<file path="config.mk">
export PLATFORM = sky130hd
export DESIGN_NAME = instruction_fetch
export DESIGN_NICKNAME = d
export VERILOG_FILES = /design/src/rtl/instruction_fetch.sv
export SDC_FILE = /design/constraint.sdc
export NUM_CORES = 1
export LEC_CHECK = 0
export BUFFER_PORTS_ARGS = -buffer_cell sky130_fd_sc_hd__buf_2
export CAP_MARGIN = 20
export CORE_UTILIZATION = 40
export DETAILED_ROUTE_END_ITERATION = 8
export GPL_TIMING_DRIVEN = 0
export PLACE_DENSITY = 0.74
export RECOVER_POWER = 50
export SLEW_MARGIN = 5
export SYNTH_ARGS = -nofsm -noshare
export SYNTH_HDL_FRONTEND = slang
export SYNTH_SLANG_ARGS = --single-unit
</file>
<file path="constraint.sdc">
create_clock -name clk -period 2.1 [get_ports clk]
set_input_delay 0.105 -clock clk [delete_from_list [all_inputs] [get_ports clk]]
set_output_delay 0.105 -clock clk [all_outputs]
set_load 0.1 [all_outputs]
</file>
<file path="src/rtl/instruction_fetch.sv">
// rtl/instruction_fetch.sv - Fetch stage: PC, single-outstanding imem handshake, redirect/flush.
module instruction_fetch #(
    parameter logic [31:0] RESET_PC  = 32'h0000_0000,
    parameter logic [31:0] NOP_INSTR = 32'h0000_0013
) (
    input  logic        clk,
    input  logic        reset,
    input  logic        fetch_en,
    input  logic        advance,
    input  logic        pc_load,
    input  logic [31:0] pc_target,
    output logic        mem_req,
    output logic [31:0] mem_addr,
    input  logic        mem_ready,
    input  logic        mem_rvalid,
    input  logic [31:0] mem_rdata,
    output logic [31:0] instr,
    output logic        instr_valid,
    output logic [31:0] pc,
    output logic [31:0] pc_plus4,
    output logic        misaligned
);

    typedef enum logic [1:0] {
        IDLE = 2'd0,
        REQ  = 2'd1,
        WAIT = 2'd2,
        HOLD = 2'd3
    } state_t;

    state_t state;
    logic   redirect_pending;

    assign pc_plus4 = pc + 32'd4;
    assign mem_addr = pc;

    always_ff @(posedge clk) begin
        if (reset) begin
            state            <= IDLE;
            pc               <= RESET_PC;
            instr            <= NOP_INSTR;
            instr_valid      <= 1'b0;
            mem_req          <= 1'b0;
            misaligned       <= 1'b0;
            redirect_pending <= 1'b0;
        end else if (pc_load) begin
            // Redirect overrides every other event this cycle, including advance.
            pc         <= pc_target;
            misaligned <= 1'b0;
            case (state)
                REQ: begin
                    mem_req <= 1'b0;
                    if (mem_ready) begin
                        // Request already accepted: its response must still be drained.
                        redirect_pending <= 1'b1;
                        state            <= WAIT;
                    end else begin
                        state <= IDLE;
                    end
                end
                WAIT: begin
                    if (mem_rvalid) begin
                        redirect_pending <= 1'b0;
                        state            <= IDLE;
                    end else begin
                        redirect_pending <= 1'b1;
                    end
                end
                default: begin
                    instr       <= NOP_INSTR;
                    instr_valid <= 1'b0;
                    mem_req     <= 1'b0;
                    state       <= IDLE;
                end
            endcase
        end else begin
            case (state)
                IDLE: begin
                    if (fetch_en && !misaligned) begin
                        if (pc[1:0] == 2'b00) begin
                            mem_req <= 1'b1;
                            state   <= REQ;
                        end else begin
                            misaligned <= 1'b1;
                        end
                    end
                end
                REQ: begin
                    if (mem_ready) begin
                        mem_req <= 1'b0;
                        state   <= WAIT;
                    end
                end
                WAIT: begin
                    if (mem_rvalid) begin
                        if (redirect_pending) begin
                            redirect_pending <= 1'b0;
                            state            <= IDLE;
                        end else begin
                            instr       <= mem_rdata;
                            instr_valid <= 1'b1;
                            state       <= HOLD;
                        end
                    end
                end
                HOLD: begin
                    if (advance) begin
                        pc          <= pc_plus4;
                        instr_valid <= 1'b0;
                        state       <= IDLE;
                    end
                end
                default: state <= IDLE;
            endcase
        end
    end

endmodule

</file>
* Word-level counts from Yosys, hierarchy flattened
Index checks and enable logic that the tools add are counted.
** Word-level totals
- Register bits :: 70
- Latch bits :: 0
- Bits in writable memories :: 0
- Memory bits (read-only) :: 0
- Input port bits :: 71
- Output and inout port bits :: 131
- Word-level logic and storage cells :: 80
- Memories :: 0
** Cells by class
- Add/subtract/negate cells :: 1
- $mul :: 0
- Divide/modulo/power cells :: 0
- $lt $le $gt $ge :: 0
- Eq/ne operators :: 14
- Shift-type cells :: 0
- Mux-type cells :: 37
- Bitwise gates (word level) :: 1
- Reductions and logical operators :: 20
** Operators with widths (number)
- two-way mux 32 bit :: 8
- adder 32 x 3 -> 32 bit, second input constant :: 1
- inequality test 3 bit, second input constant :: 7
- two-way mux 2 bit :: 9
- two-way mux 1 bit :: 15
- AND reduction 5 bit :: 3
- nonzero test 2 bit :: 5
- inequality test 2 bit, second input constant :: 4
- case mux 2 bit (4 select lines) :: 1
- AND reduction 4 bit :: 2
- case mux 1 bit (2 select lines) :: 3
- nonzero test 3 bit :: 2
- equality test 2 bit, second input constant :: 2
- zero test 2 bit :: 2
- case mux 2 bit (2 select lines) :: 1
- OR reduction 2 bit :: 2
- AND reduction 3 bit :: 1
- equality test 2 x 1 -> 1 bit, second input constant :: 1
- AND reduction 2 bit :: 1
- logical AND 1 bit :: 1
- zero test 1 bit :: 1
- inverter 1 bit :: 1

* Longest topological paths before layout
Gate-level depths: netlist (run 1).
- Word-level depth :: 5
- Gate-level depth with buffers :: 8
- Mapped depth without buffers :: 6

* Least setup slack after synthesis (run 1)
Ideal clock, no wire load.
- Kind :: register -> output
- From :: register pc[3] (netlist: mem_addr[3])
- To :: output pc_plus4[28]
- Arrival time :: 3985 ps
- Required time :: 1995 ps
- Setup slack :: -1990 ps
- Stages on the path, launching flop included :: 6
- Path buffers :: 0
- Path through :: dfxtp_1 > ha_1 > nand4_1 > nor4_2 > nand4_1 > xnor2_1
** On the way
- Word-level cells in the longest chain between the ends :: 1
** Ends and longest elaborated chain
- start: declaration :: RTL line 19 : output logic [31:0] pc,
- start signal: assignment :: RTL line 48 : pc <= pc_target;
- start signal: assignment :: RTL line 108 : pc <= pc_plus4;
- adder 32 x 3 -> 32 bit :: RTL line 34 : assign pc_plus4 = pc + 32'd4;
- end: declaration :: RTL line 20 : output logic [31:0] pc_plus4,
Every way passes these cells.

* Final worst setup path (run 1)
- From :: register pc[18] (netlist: mem_addr[18])
- To :: output pc_plus4[27]
The elaborated chain is that of the path after synthesis.

==> results of run 1 <==
[placed cells by master, fill, tap and decap left out, types with 9 or more instances in the layout]
master / instances
buf_2: 88
buf_12: 18
nand2_1: 53
nor2_1: 34
dfxtp_4: 22
and4_1: 9
a211oi_1: 11
dfxtp_1: 41
buf_4: 95
clkbuf_8: 9
o31ai_1: 9
a311oi_1: 13
inv_1: 12
nand4_1: 14
a21oi_1: 36
buf_6: 17
clkbuf_1: 86
nor3_1: 11
clkbuf_2: 27
xnor2_4: 18
nand3_1: 38
[cell families (layout without fill, tap and decap cells)]
kind of cell | after synthesis | count (layout)
compound gates | 98 | 98
xor+xnor | 37 | 37
fa+ha+maj | 6 | 6
buf+inv | 94 | 375
flops | 70 | 70
mux | 4 | 4
other cells | 0 | 2
simple gates | 225 | 225
[layer usage]
metal,track usage,up-vias,part of all wire
met5,0,-,0
met4,0.100,0,0.022
met3,0.0583,37,0.071
met2,0.506,290,0.52
met1,0.303,2454,0.39
li1,-,2432,-
[power by group through the flow]
stage / combinational [uW] / sequential, uW / clock (uW)
detailed placement: 1800 / 1520 / 0
global placement: 1780 / 1510 / 0
global route: 2020 / 1500 / 1260
CTS: 1890 / 1500 / 1210
floorplan: 1110 / 1890 / 0
finish: 1950 / 1490 / 1210
[how the worst max path moves through the flow]
| stage | depth (start not counted) | to | slack (ns) |
|---|---|---|---|
| 2_1_floorplan | 5 | pc_plus4[28] | -0.49 |
| 3_3_place_gp | 6 | pc_plus4[22] | -0.52 |
| 3_5_place_dp | 6 | pc_plus4[22] | -0.53 |
| 4_1_cts | 6 | pc_plus4[29] | -0.41 |
| 5_1_grt | 6 | pc_plus4[27] | -0.40 |
| 6_report | 6 | pc_plus4[27] | -0.34 |
[state kept, by name, indices dropped and copies added, names as in the netlist]
name / count
instr: 32
mem_addr: 32
state: 2
instr_valid: 1
mem_req: 1
misaligned: 1
redirect_pending: 1
[repair_timing]
action,CTS,global route
gates cloned,0,0
resized for setup,100,32
buffers inserted,38,35
hold buffers,7,0
endpoints found under the hold margin,7,0
endpoints found under the setup margin,69,57
pin swaps,26,29
[critical path: cells and delay by family, from the launching register on]
| family | cells | cell delay (ns) |
|---|---|---|
| simple gates | 3 | 1.04 |
| flops | 1 | 0.37 |
| buf+inv | 2 | 0.37 |
| xor+xnor | 1 | 0.19 |
[metrics by stage]
stage | TNS, ns | instance area, sq um | setup slack [ns] | util
final | -2.83 | 7360 | -0.339 | 0.719
after global routing | -4.07 | 7350 | -0.395 | 0.719
after CTS | -2.27 | 7110 | -0.406 | 0.695
after detailed placement | -11.43 | 6220 | -0.526 | 0.608
after global placement | -8.93 | 6220 | -0.515 | 0.608
after floorplan | -6.43 | 5050 | -0.485 | -
[area by class of cell]
| type | instances | area, sq um |
|---|---|---|
| flip-flops and latches | 70 | 1490 |
| diodes | 2 | 5.00 |
| well taps | 136 | 170 |
| inverters | 13 | 48.8 |
| clock buffers | 10 | 149 |
| repair buffers | 279 | 1890 |
| fillers | 791 | 2870 |
| multi-input cells | 370 | 3100 |
| plain buffers | 67 | 443 |
| clock inverters | 6 | 65.1 |
==> out/metrics.cfg, run 1 <==
[pwr]
p_sw_uw = 2120
power_uw = 4650
p_leak_uw = 0.00310
max-vdd-ir-drop_v = 0.000437
seqPwrFrac = 0.321
p_int_uw = 2520
power_frac_clock = 0.260
netSwitchingFraction = 0.457
p_comb_frac = 0.419
powerDensity_nw_per_um2 = 632

[route]
wl_per_cell_um = 16.9
first_iter_violations = 297
wl_um = 16100
remaining_drc_errors = 0
postRouteAntennaNets = 0
vias = 5213
viasPerCell = 5.47
firstDrtPassIters = 5

[timing]
fin_ws_ns = -0.339
timing.final.crit_share = 1.16
rsz0062_at_grt = true
fmax_ghz = 0.410
finalCriticalPeriod_ns = 2.44
setup_viol = 18
hold_viol = 0
tightestPinTransition_ns = 1.21
fin_hold_ws_ns = 0.000903
clock_skew_ns = 0.0132
drv_slew = 0
relSlewSlack = 0.199

[logic_synthesis]
yosysTopAreaCell = dfxtp_1
synth-seq-area-share = 0.334
ys_async_sr_fraction = 0
ys.flop_type = dfxtp_1
syn_inst = 534
synth_edf_count = 0
synth_top_family_by_area = simple AND/OR/NAND/NOR gates
netlist_top_cells_count = 70 x dfxtp_1, 58 x nand2_1, 43 x nand3_1, 37 x nor2_1, 36 x a21oi_1
synth_compound_area_frac = 0.157
yosysWarnings = 0
synth.area.mux_share = 0.00983
synthAdderAreaFrac = 0.0179
synthTopCellsByArea = dfxtp_1 33%, buf_4 6.1%, xnor2_1 5.2%, nand2_1 5.2%, nand3_1 5.1%
yosysMostFrequentCell = dfxtp_1
ys_ff_latch = 70
synth_xor_area_frac = 0.0772
yosys.area_share.simple = 0.284
synth.cell_area_sq_um = 4200
synth.avg_cell_area_sq_um = 7.87
synth_cell_types = 56
synthesis.nets = 611
synth_top_area_share = 0.334

[finish]
nNetsFinal = 887
drive_above_1_share = 0.454
area_delta_synth_final_pct = 75.2
final_cells = 953

[global_route]
grt_pass1_wl_um = 23800
grt_usage = 0.273
antenna_found_initial = 2
grt_pass1_vias = 4864
grt_max_degree = 14
grt_overflow = 0

[placement]
dp_hpwl_um = 10800
place_inst = 870
gp_congestion = 0.856
port_buffers = 200

[floorplanning]
die-area_sq_um = 10900
start_util = 0.411
die_y_um = 104
rows = 37
die_x_um = 104
core-area_sq_um = 10200
io_pins = 202

[worst_setup_path]
regToRegEndpoint = mem_addr[21]$_SDFFE_PP0P_
rr_startpoint = mem_addr[18]$_SDFFE_PP0P_
crit_path_top_delay_cell = or4_4
worstPathRequired_ns = 2.00
worstSetupStartpoint = mem_addr[18]$_SDFFE_PP0P_
endpoint_kind = primary output
path_max_fanout = 5
criticalPathCategory = reg -> out
cp_data_arrival_time_ns = 2.33
cp-start-kind = flip-flop
r2r_cells = 7
regToRegSetupSlack_ns = -0.13
worstPathCellList = nand4_1, or4_4, clkbuf_16, nor4_4, xor2_4, buf_12
cpPeakStageDelay_ns = 0.59

[min_path]
min_from = pc_target[26]
min_to = mem_addr[26]$_SDFFE_PP0P_
hold_depth = 3
hold_path.class = in -> reg

[clock_tree]
clk_pin_slew_ns = 0.09
root_buffer = clkbuf_8
cts_num_sinks = 70
cts_tree = yes
h-tree-depth = 3
clock_latency_ns = 0.36
cts_buffers = 9
clockBufferDepth = 2

[run_status]
violations = setup timing
outcome = finished, violations left

[job]
maxCapViolations = 0

(Power assumes the default switching activity.)
==> run 2: changes to the inputs <==
--- a/config.mk
+++ b/config.mk
@@ -7,10 +7,12 @@
 export LEC_CHECK = 0
 export BUFFER_PORTS_ARGS = -buffer_cell sky130_fd_sc_hd__buf_2
 export CAP_MARGIN = 20
-export CORE_UTILIZATION = 40
+export CELL_PAD_IN_SITES_DETAIL_PLACEMENT = 0
+export CELL_PAD_IN_SITES_GLOBAL_PLACEMENT = 2
+export CORE_UTILIZATION = 22
 export DETAILED_ROUTE_END_ITERATION = 8
 export GPL_TIMING_DRIVEN = 0
-export PLACE_DENSITY = 0.74
+export PLACE_DENSITY_LB_ADDON = 0.1
 export RECOVER_POWER = 50
 export SLEW_MARGIN = 5
 export SYNTH_ARGS = -nofsm -noshare
==> run 2 against run 1 <==
Cell area is 2.9% higher. Critical path depth is 1 higher. Flip-flop and latch count is the same. First-iteration DRC count decreased by 36%. The flow still finishes with violations (setup timing). Critical path type unchanged. Combinational power is essentially flat.
==> out/metrics.cfg, run 2 (same netlist as run 1, synthesis figures left out) <==
[worst_setup_path]
endpoint_kind = primary output
worstPathRequired_ns = 2.00  ; about the same
cpMostUsedCell = buf_12
cp-start-kind = flip-flop
worstSetupStartpoint = mem_addr[18]$_SDFFE_PP0P_
regToRegSetupSlack_ns = -0.10  ; +0.03 ns
worstPathCellList = nand4_1, or4_4, clkbuf_16, buf_12, nor4_4, xor2_4, buf_12
r2r_cells = 6  ; -1
regToRegEndpoint = mem_addr[31]$_SDFFE_PP0P_
path_max_fanout = 5  ; unchanged
criticalPathCategory = reg -> out
rr_startpoint = mem_addr[18]$_SDFFE_PP0P_
cp_data_arrival_time_ns = 2.34  ; about the same
cpPeakStageDelay_ns = 0.59  ; about the same
crit_path_top_delay_cell = or4_4

[global_route]
grt_pass1_vias = 4877  ; +0.27%
grt_pass1_wl_um = 27800  ; +17%
antenna_found_initial = 2  ; unchanged
grt_max_degree = 14  ; unchanged
grt_usage = 0.186  ; -0.0871
grt_overflow = 0  ; unchanged

[clock_tree]
clk_pin_slew_ns = 0.06  ; -0.03 ns
cts_num_sinks = 70  ; unchanged
root_buffer = clkbuf_16
h-tree-depth = 3  ; unchanged
cts_tree = yes
clockBufferDepth = 2  ; unchanged
clock_latency_ns = 0.34  ; -0.02 ns
cts_buffers = 9  ; unchanged

[floorplanning]
io_pins = 202  ; unchanged
die_y_um = 140  ; +34%
rows = 50  ; +35%
core-area_sq_um = 18700  ; +83%
die_x_um = 140  ; +34%
start_util = 0.225  ; -0.186
die-area_sq_um = 19600  ; +80%

[route]
firstDrtPassIters = 4  ; -1
dr_wl_met2_um = 8810  ; +5.1%
top_layer = met5
wl_met3_um = 905  ; -20%
wl_per_cell_um = 17.3  ; +2.6%
vias = 4958  ; -4.9%
remaining_drc_errors = 0  ; unchanged
first_iter_violations = 189  ; -36%
postRouteAntennaNets = 0  ; unchanged
wl_met1_um = 8160  ; +31%
wl_um = 18100  ; +12%
viasPerCell = 4.75  ; -13%

[timing]
tightestPinTransition_ns = 1.20  ; -0.00245 ns
timing.final.crit_share = 1.16  ; about the same
finalCriticalPeriod_ns = 2.44  ; +0.00156 ns
fmax_ghz = 0.410  ; about the same
clock_skew_ns = 0.00799  ; -0.00525 ns
fin_ws_ns = -0.341  ; -0.00156 ns
drv_slew = 0  ; unchanged
setup_viol = 16  ; -2
fin_tns_setup_ns = -2.41  ; +0.426 ns
relSlewSlack = 0.201  ; +0.00163
rsz0062_at_grt = true
hold_viol = 0  ; unchanged

[min_path]
hold_path.class = in -> reg
min_from = pc_target[1]
hold_depth = 3  ; unchanged
min_to = mem_addr[1]$_SDFFE_PP0P_

[run_status]
outcome = finished, violations left
violations = setup timing

[placement]
place_area_sq_um = 6340  ; +2.0%
dp_hpwl_um = 13100  ; +22%
dp_slack_ns = -0.593  ; -0.0674 ns
place_inst = 968  ; +11%
gp_congestion = 0.774  ; -9.6%
port_buffers = 200  ; unchanged

[pwr]
powerDensity_nw_per_um2 = 667  ; +5.6%
p_leak_uw = 0.00318  ; +2.7%
max-vdd-ir-drop_v = 0.000349  ; -20%

[finish]
area_delta_synth_final_pct = 80.4
final_common_cell = buf_2
final_cells = 1043  ; +9.4%
finish.utilization = 0.405  ; -0.314
design_area_sq_um = 7580  ; +2.9%
layout_common_cells = 91 x buf_2, 90 x buf_4, 74 x clkbuf_1
nNetsFinal = 881  ; -0.68%
drive_above_1_share = 0.473  ; +0.0194
diodes = 0  ; -2

[job]
maxCapViolations = 0  ; unchanged

run 2: worst max-delay path by stage:
stage | endpoint | slack [ns]
3_5_place_dp | pc_plus4[22] | -0.59
5_1_grt | pc_plus4[29] | -0.41
4_1_cts | pc_plus4[31] | -0.41
2_1_floorplan | pc_plus4[28] | -0.49
6_report | pc_plus4[27] | -0.34
3_3_place_gp | pc_plus4[22] | -0.58
run 2: timing repair:
action,CTS,global route
resized for setup,101,43
gates cloned,1,0
buffers inserted,60,15
hold endpoints to repair,3,0
setup endpoints to repair,71,53
pin swaps,28,26
hold buffers,3,0
run 2: area by class of cell:
class                      instances  area, sq um
multi-input combinational        370         3120
clock buffer                      11          275
buffer                            65          432
clock inverter                     5         36.3
fill                            1935        11100
inverter                          13         52.6
tap                              234          293
timing repair buffer             275         1870
sequential                        70         1490
run 2: per-stage QoR:
step	power [uW]	hold WS, ns
after floorplan	3000	0.221
after global placement	3340	0.343
after detailed placement	3350	0.350
after CTS	5100	0.00358
after global routing	5280	0.0164
final	5050	0.0123
run 2: metal layers:
metal  vias up  GRT usage
li1       2433          -
met1      2365      0.239
met2       142      0.313
met3        16     0.0407
met4         2     0.0474
met5         -          0
run 2: worst max-delay path, delay by kind of cell (launching register included):
kind	cells	cell delay (ns)
and+or+nand+nor	3	0.95
buffers and inverters	3	0.49
DFF	1	0.36
xor gates and xnor gates	1	0.19
run 2: where the power goes:
group / switching (uW) / internal (uW)
registers: 115 / 1390
clock network: 656 / 949
logic: 1440 / 508
==> run 3: changes to the inputs <==
--- a/config.mk
+++ b/config.mk
@@ -9,12 +9,13 @@
 export CAP_MARGIN = 20
 export CELL_PAD_IN_SITES_DETAIL_PLACEMENT = 0
 export CELL_PAD_IN_SITES_GLOBAL_PLACEMENT = 2
+export CORE_ASPECT_RATIO = 0.6
 export CORE_UTILIZATION = 22
 export DETAILED_ROUTE_END_ITERATION = 8
+export GPL_ROUTABILITY_DRIVEN = 1
 export GPL_TIMING_DRIVEN = 0
 export PLACE_DENSITY_LB_ADDON = 0.1
 export RECOVER_POWER = 50
-export SLEW_MARGIN = 5
 export SYNTH_ARGS = -nofsm -noshare
 export SYNTH_HDL_FRONTEND = slang
 export SYNTH_SLANG_ARGS = --single-unit
==> run 3 against run 2 <==
The flow still finishes with violations (setup timing). Clock-buffer cell count rose by 1. Register-to-register slack got worse by 0.15 ns. First-iteration DRC count up 26%. Critical endpoint is now pc_plus4[31]. Largest power group unchanged.
==> out/metrics.cfg, run 3 (same netlist as run 1, synthesis figures left out) <==
[run_status]
outcome = finished, violations left
violations = setup timing

[timing]
fin_ws_ns = -0.380  ; -0.0395 ns
setup_viol = 18  ; +2
tightestPinTransition_ns = 1.25  ; +0.0429 ns
relSlewSlack = 0.172  ; -0.0285
hold_viol = 0  ; unchanged
fmax_ghz = 0.403  ; -1.6%
rsz0062_at_grt = true
drv_slew = 0  ; unchanged
timing.final.crit_share = 1.18  ; +0.0188
finalCriticalPeriod_ns = 2.48  ; +0.0395 ns
clock_skew_ns = 0.0113  ; +0.00331 ns

[clock_tree]
cts_tree = yes
root_buffer = clkbuf_16
cts_num_sinks = 70  ; unchanged
clk_pin_slew_ns = 0.07  ; about the same
cts_buffers = 9  ; unchanged
clockBufferDepth = 2  ; unchanged
h-tree-depth = 3  ; unchanged
clock_latency_ns = 0.34  ; about the same

[global_route]
grt_pass1_wl_um = 27600  ; -0.99%
antenna_found_initial = 2  ; unchanged
grt_max_degree = 14  ; unchanged
grt_overflow = 0  ; unchanged
grt_usage = 0.188  ; +0.00265
grt_pass1_vias = 4626  ; -5.1%

[worst_setup_path]
cpPeakStageDelay_ns = 0.61  ; +0.02 ns
crit_path_top_delay_cell = or4_4
criticalPathCategory = reg -> out
endpoint_kind = primary output
cp-start-kind = flip-flop
worstPathCellList = nand4_1, or4_4, clkbuf_16, nor4_4, xor2_4, buf_12
cp_data_arrival_time_ns = 2.38  ; +0.04 ns
path_max_fanout = 5  ; unchanged
worstPathRequired_ns = 2.00  ; about the same

[placement]
dp_hpwl_um = 13800  ; +4.6%
port_buffers = 200  ; unchanged
place_inst = 974  ; +0.62%
gp_congestion = 0.784  ; +1.3%
dp_slack_ns = -0.724  ; -0.131 ns
place_area_sq_um = 6350  ; +0.12%

[finish]
design_area_sq_um = 7550  ; -0.31%
final_common_cell = buf_2
drive_above_1_share = 0.468  ; -0.00518
area_delta_synth_final_pct = 79.8
nNetsFinal = 875  ; -0.68%
layout_common_cells = 118 x buf_2, 86 x buf_4, 83 x clkbuf_1
finish.utilization = 0.412  ; +0.00649
final_cells = 1044  ; +0.096%
fillers = 1908  ; -1.4%

[floorplanning]
die_x_um = 180  ; +29%
io_pins = 202  ; unchanged
die_y_um = 109  ; -22%
core-area_sq_um = 18400  ; -1.9%
start_util = 0.229  ; +0.00432
die-area_sq_um = 19700  ; about the same
rows = 38  ; -24%

[route]
vias = 5000  ; +0.85%
viasPerCell = 4.79  ; +0.75%
first_iter_violations = 238  ; +26%
wl_um = 18800  ; +3.7%
firstDrtPassIters = 4  ; unchanged
wl_per_cell_um = 18.0  ; +3.6%
remaining_drc_errors = 0  ; unchanged
postRouteAntennaNets = 0  ; unchanged

[min_path]
hold_path.class = in -> reg

[pwr]
p_leak_uw = 0.00314  ; -1.1%
max-vdd-ir-drop_v = 0.000396  ; +14%
powerDensity_nw_per_um2 = 669  ; +0.27%

[job]
maxCapViolations = 0  ; unchanged

[run 3: cell types whose count changed in the layout (fill, tap and decap cells not counted), moves of 3 or more]
cell,change
buf_4,-4
dlygate4sd3_1,-3
clkbuf_1,+9
buf_2,+27
clkbuf_2,-32
[run 3: final cells by class]
cell class	instances	area, sq um	share of cell area
Clock inverter	4	27.5	0.00364
Multi-Input combinational cell	370	3160	0.418
Buffer	67	442	0.0585
Timing Repair Buffer	267	1800	0.239
Antenna cell	1	2.50	0.000331
Inverter	13	48.8	0.00646
Tap cell	240	300	0.0398
Clock buffer	12	279	0.0369
Sequential cell	70	1500	0.198
[run 3: through the flow]
stage	power, uW	setup TNS, ns	hold WS (ns)
2_1_floorplan	3000	-6.43	0.221
3_3_place_gp	3350	-22.27	0.347
3_5_place_dp	3360	-20.98	0.358
4_1_cts	5060	-3.13	0.0104
5_1_grt	5280	-4.92	0.0180
6_report	5050	-3.48	0.0162
[run 3: routing by layer]
| metal | vias to the layer above | wire (um) | part of all wire | global-route usage |
|---|---|---|---|---|
| met5 | - | 19 | 0.0010 | 0 |
| met4 | 2 | 71 | 0.0038 | 0.0330 |
| met3 | 8 | 1230 | 0.065 | 0.0464 |
| met2 | 160 | 7610 | 0.41 | 0.259 |
| met1 | 2409 | 9830 | 0.52 | 0.291 |
| li1 | 2421 | - | - | - |
[run 3: what timing repair did]
action / in CTS / in global routing
buffers inserted: 44 / 25
gates resized for setup: 102 / 53
pin swaps: 27 / 31
endpoints found under the setup margin: 72 / 46
hold buffers: 0 / 0
[run 3: worst paths after layout]
check | cells past startpoint | startpoint | end | slack, ns
max | 6 | mem_addr[18]$_SDFFE_PP0P_ | pc_plus4[31] | -0.38
min | 3 | pc_target[1] | mem_addr[1]$_SDFFE_PP0P_ | 0.02
max reg2reg | 6 | mem_addr[18]$_SDFFE_PP0P_ | mem_addr[31]$_SDFFE_PP0P_ | -0.25
min reg2reg | 2 | instr[31]$_SDFFE_PP0P_ | instr[31]$_SDFFE_PP0P_ | 0.45
[run 3: where the power goes]
part           switching [uW]  total (uW)  internal (uW)
registers                 131        1520           1390
logic                    1440        1950            515
clock network             634        1580            945
[run 3: worst max-delay path: cells and delay by family, from the launching register on]
family	cells	cell delay [ns]
DFF	1	0.36
xor gates and xnor gates	1	0.20
buffers and inverters	2	0.38
and+or+nand+nor	3	1.10
